[src/rtl/list_sum_pkg.sv]
// rtl/list_sum_pkg.sv - shared FSM encoding and default sizes for the list-sum engine
package list_sum_pkg;

    localparam int DEF_DATA_W    = 32;
    localparam int DEF_ADDR_W    = 8;
    localparam int DEF_CNT_W     = 16;
    localparam int DEF_MAX_NODES = 1024;

    typedef enum logic [2:0] {
        IDLE       = 3'd0,
        FETCH_NEXT = 3'd1,
        FETCH_VAL  = 3'd2,
        ACCUM      = 3'd3,
        DONE       = 3'd4
    } state_t;

endpackage

[src/rtl/list_sum_adder.sv]
// rtl/list_sum_adder.sv - accumulator adder; LIST_SUM_SATURATE_EN selects clamp instead of wrap
module list_sum_adder
    import list_sum_pkg::*;
#(
    parameter int DATA_W = DEF_DATA_W
) (
    input  logic [DATA_W-1:0] a,
    input  logic [DATA_W-1:0] b,
    input  logic              sat_in,
    output logic [DATA_W-1:0] s,
    output logic              carry
);

    logic [DATA_W:0] raw;

    assign raw   = {1'b0, a} + {1'b0, b};
    assign carry = raw[DATA_W];

`ifdef LIST_SUM_SATURATE_EN
    // Once the walk has overflowed the sum stays pinned at the maximum.
    assign s = (carry || sat_in) ? '1 : raw[DATA_W-1:0];
`else
    logic unused_sat;
    assign unused_sat = sat_in;
    assign s = raw[DATA_W-1:0];
`endif

endmodule

[src/rtl/list_sum_engine.sv]
// rtl/list_sum_engine.sv - linked-list walker/accumulator (optional LIST_SUM_SATURATE_EN)
module list_sum_engine
    import list_sum_pkg::*;
#(
    parameter int DATA_W    = DEF_DATA_W,
    parameter int ADDR_W    = DEF_ADDR_W,
    parameter int CNT_W     = DEF_CNT_W,
    parameter int MAX_NODES = DEF_MAX_NODES
) (
    input  logic              clk,
    input  logic              rst,
    input  logic              start,
    input  logic [ADDR_W-1:0] head_addr,
    output logic [ADDR_W-1:0] ram_addr,
    input  logic [DATA_W-1:0] ram_rdata,
    output logic              busy,
    output logic              done,
    output logic [DATA_W-1:0] sum,
    output logic [CNT_W-1:0]  node_count,
    output logic              overflow,
    output logic              err
);

    localparam logic [CNT_W-1:0] MAX_CNT = CNT_W'(MAX_NODES);

    state_t            state;
    state_t            state_nxt;
    logic [ADDR_W-1:0] ptr;
    logic [ADDR_W-1:0] next_r;
    logic [CNT_W-1:0]  count_inc;
    logic              last_node;
    logic              limit_hit;
    logic [DATA_W-1:0] add_s;
    logic              add_c;

    assign count_inc = node_count + CNT_W'(1);
    assign last_node = (next_r == '0);
    assign limit_hit = (count_inc == MAX_CNT);

    list_sum_adder #(.DATA_W(DATA_W)) u_adder (
        .a      (sum),
        .b      (ram_rdata),
        .sat_in (overflow),
        .s      (add_s),
        .carry  (add_c)
    );

    // State register.
    always_ff @(posedge clk) begin
        if (rst) state <= IDLE;
        else     state <= state_nxt;
    end

    // Next-state logic: three cycles per node, empty list goes straight to DONE.
    always_comb begin
        state_nxt = state;
        case (state)
            IDLE:       if (start) state_nxt = (head_addr == '0) ? DONE : FETCH_NEXT;
            FETCH_NEXT: state_nxt = FETCH_VAL;
            FETCH_VAL:  state_nxt = ACCUM;
            ACCUM:      state_nxt = (last_node || limit_hit) ? DONE : FETCH_NEXT;
            DONE:       state_nxt = IDLE;
            default:    state_nxt = IDLE;
        endcase
    end

    // Outputs decoded from state: RAM address mux, busy and done.
    always_comb begin
        ram_addr = '0;
        busy     = 1'b0;
        done     = 1'b0;
        case (state)
            FETCH_NEXT: begin
                ram_addr = ptr;
                busy     = 1'b1;
            end
            FETCH_VAL: begin
                ram_addr = ptr + ADDR_W'(1);
                busy     = 1'b1;
            end
            ACCUM:   busy = 1'b1;
            DONE:    done = 1'b1;
            default: ;
        endcase
    end

    // Datapath: pointer, captured next link, running sum, count and sticky flags.
    always_ff @(posedge clk) begin
        if (rst) begin
            ptr        <= '0;
            next_r     <= '0;
            sum        <= '0;
            node_count <= '0;
            overflow   <= 1'b0;
            err        <= 1'b0;
        end else begin
            case (state)
                IDLE: begin
                    if (start) begin
                        ptr        <= head_addr;
                        sum        <= '0;
                        node_count <= '0;
                        overflow   <= 1'b0;
                        err        <= 1'b0;
                    end
                end
                FETCH_VAL: next_r <= ram_rdata[ADDR_W-1:0];
                ACCUM: begin
                    sum        <= add_s;
                    node_count <= count_inc;
                    overflow   <= overflow | add_c;
                    if (!last_node && limit_hit) err <= 1'b1;
                    if (!last_node && !limit_hit) ptr <= next_r;
                end
                default: ;
            endcase
        end
    end

endmodule

[config.mk]
export PLATFORM = sky130hd
export DESIGN_NAME = list_sum_engine
export DESIGN_NICKNAME = d
export VERILOG_FILES = /design/src/rtl/list_sum_pkg.sv /design/src/rtl/list_sum_adder.sv /design/src/rtl/list_sum_engine.sv
export SDC_FILE = /design/constraint.sdc
export NUM_CORES = 1
export LEC_CHECK = 0
export CELL_PAD_IN_SITES_DETAIL_PLACEMENT = 1
export CELL_PAD_IN_SITES_GLOBAL_PLACEMENT = 1
export CORE_MARGIN = 1
export CORE_UTILIZATION = 34
export DETAILED_ROUTE_END_ITERATION = 16
export HOLD_SLACK_MARGIN = 0.06
export PLACE_DENSITY_LB_ADDON = 0.05
export SYNTH_ARGS = -nofsm -noshare
export SYNTH_HDL_FRONTEND = slang
export SYNTH_SLANG_ARGS = --single-unit
export TNS_END_PERCENT = 20
[constraint.sdc]
create_clock -name clk -period 2.5 [get_ports clk]
set_input_delay 0.5 -clock clk [delete_from_list [all_inputs] [get_ports clk]]
set_output_delay 0.5 -clock clk [all_outputs]
set_load 0.01 [all_outputs]
==> impl_results.md <==
- Pins over their slew limit: 0
- # H-tree levels: 3
- Hold Path Stages: 3
- Hold EP: next_r[0]
- Synth Cell Area: 0.00477 mm^2
- DR pass1 iterations: 4
- Initial core utilization: 35.5%
- Antenna-violating nets left: 0
- Reg-to-reg startpoint: sum[12]
- Number of global-route vias before repair: 6021
- Count of input and output buffers: 102
- Overall Power: 3.66 mW
- Status: finished clean
- Post-synth EDFFs: 0
- Final setup TNS: 0 ns
- Pwr Density: 479 mW/mm^2
- Asr flop ratio synth: 0%
- DP HPWL: 13200 um
- Largest net degree at the start of global routing: 24
- Die Y: 121 um
- Min-delay src: ram_rdata[0]
- Mapped Cells: 621
- Final Instance Area: 0.00765 mm^2
- Slowest cell on crit path: clkdlybuf4s50_1
- Crit path arrival time: 2.77 ns
- GRT Util Overall: 26.8%
- Seq/Total Area, Yosys: 28.9%
- Worst setup SP type: primary input
- Mean number of vias per cell: 5.54
- Wire per inst: 18.6 um
- DR iter-0 viols: 271
- Share of the synthesized area in the top cell type: 28.9%
- Core ar.: 0.0135 mm^2
- Sink Count: 69
- Worst R2R End: sum[29]
- Crit path cell chain: clkdlybuf4s50_1 -> ha_4 -> and3_1 -> a221o_1 -> o2111ai_2 -> o211ai_1 -> a2111o_1 -> o211ai_1
- Yosys reg bits: 69
- Syn avg cell area: 7.69 um^2
- CTS Buf Count: 9
- Setup Crit Path Kind: primary input to register
- Clk slew on worst S/H paths: 0.06 ns
- Fraction of layout cells with a size suffix above 1: 27.8%
- Area after DPL: 0.00685 mm^2
- Fillers: 1624
- Final wirelength: 18800 um
- Synth unique cells: 68
- Syn nets: 699
- GPL Wtd Cong: 0.890
- Root buffer cell: clkbuf_16
- Final Util: 56.8%
- Least-Margin Pin Slew: 0.930 ns
- Synth-to-Final Area Change: 60.2%
- Via Count: 5601
- Critical path launch point: ram_rdata[21]
- YS warnings: 0
- Cells on worst reg2reg path: 9
- Clock Skew: 0.0106 ns
- Most frequent cell after synthesis: nand2_1
- Critical path buffers and inverters: 1
- Final setup fails: 0
- Critical path's top delay family: compound AO/OA/AOI/OAI gates
- Peak Freq: 400 MHz
- # DRC: 0
- Clock buffer depth: 2
- CP max FO: 4
- CTS tree: built
- Nets: 907
- Pre-CTS setup slack: -0.705 ns
- Worst path required time: 2.77 ns
- Leak pwr: 3.17 nW
- Synth top cells by count: nand2_1 (89), dfxtp_1 (69), a21oi_1 (60)
- Rel. slew slack: 37.8%
- Worst Setup Slack, final: 0.00190 ns
- Die area: 0.0145 mm^2
- Final period utilization: 99.9%
- Global-route wire length before repair: 30500 um
- Initial antenna violation count: 1
- Synth top area cells: dfxtp_1 (29%), ha_1 (8.9%), nand2_1 (7.0%)
- Die Wd: 121 um
- Largest area contributor in the synthesized netlist: dfxtp_1
- Crit path top cell by count: o211ai_1
- Clock Latency Late Sink: 0.35 ns
- Ys flop type: dfxtp_1
- Hold_buf cts: 0
- Crit. End Element: register
- Standard-cell row count: 42
- Final Hold Fails: 0
- IO Count: 103
- Minimum clock period: 2.50 ns
- Total congestion overflow: 0
- RSZ-0062 raised after global routing: true
- Max Cap Viol: 0
- Setup slack, reg-to-reg: 0.08 ns
- Worst VDD drop: 0.511 mV
- CP peak stage delay: 0.54 ns
- Hold Path Class: primary input to register
cells in the final DEF, fill, tap and decap left out, drive strengths merged, types with 12 or more instances in the layout:
cell type and count:
buf 128, nand2 89, clkdlybuf4s50 79, dfxtp 69
a21oi 60, nor2 57, o21ai 50, ha 34
nor3 18, xnor2 17, nand3 14, a21o 14
a22oi 13, dlygate4sd2 13, xor2 12, clkbuf 12
area by class of cell:
type	count	area (um^2)	share of cell area, %
antenna	1	2.50	0.0327
multi-input combinational	512	3720	48.7
timing repair buffer	228	1970	25.8
clock inverter	5	60.1	0.785
sequential	69	1400	18.2
clock buffer	11	243	3.17
tap	176	220	2.88
inverter	9	33.8	0.442
what timing repair did:
item,CTS,global route
cloned,0,0
endpoints found under the setup margin,28,30
hold endpoints to repair,0,0
resized for setup,73,38
setup buffers,7,2
pin swaps,37,16
cells by family (layout without fill, tap and decap cells):
kind of cell,Yosys count,count (layout),share of synthesized area [%]
AOI/OAI and AO/OA,205,205,28.3
xor gates and xnor gates,29,29,5.32
adders and majority gates,35,35,9.33
buffers and inverters,40,253,3.35
DFF,69,69,28.9
muxes,2,2,0.419
other,0,1,0
and+or+nand+nor,241,241,24.4
worst max-delay path by stage:
| stage | endpoint | cells past startpoint |
|---|---|---|
| floorplan | sum[12] | 10 |
| global placement | sum[28] | 11 |
| detailed placement | sum[21] | 11 |
| CTS | sum[31] | 8 |
| global route | sum[12] | 10 |
| finish | sum[31] | 8 |
through the flow:
step,instances,hold WS (ns)
5_1_grt,1011,0.440
2_1_floorplan,621,0.444
3_3_place_gp,985,0.461
3_5_place_dp,985,0.465
4_1_cts,1008,0.429
6_report,1011,0.445
where the power goes:
part	internal (mW)	total [mW]	switching, mW	leakage [nW]
sequential	1.16	1.24	0.0783	0.564
combinational	0.513	1.08	0.567	2.46
clock	0.802	1.34	0.538	0.146
state kept, by name (all words and copies together) (netlist names):
| register | count |
|---|---|
| sum | 32 |
| ptr | 8 |
| state | 3 |
| next_r | 8 |
| err | 1 |
| overflow | 1 |
| node_count | 16 |
worst reg2reg max path: stages, from the launching register on:
cell and delay (ns):
dfxtp_1 0.36, ha_4 0.33, o21ai_0 0.10, a21o_1 0.21
a221o_1 0.32, a31o_2 0.23, and3_4 0.18, o211ai_1 0.25
nand2_1 0.10, a32o_1 0.24
per-layer routing:
metal / up-vias / global-route usage, % / part of all wire [%]
li1: 2711 / - / -
met1: 2749 / 32.1 / 44
met2: 118 / 48.1 / 51
met3: 23 / 5.28 / 3.2
met4: 0 / 7.72 / 1.5
met5: - / 0 / 0
Power figures use the tool's default switching activity.
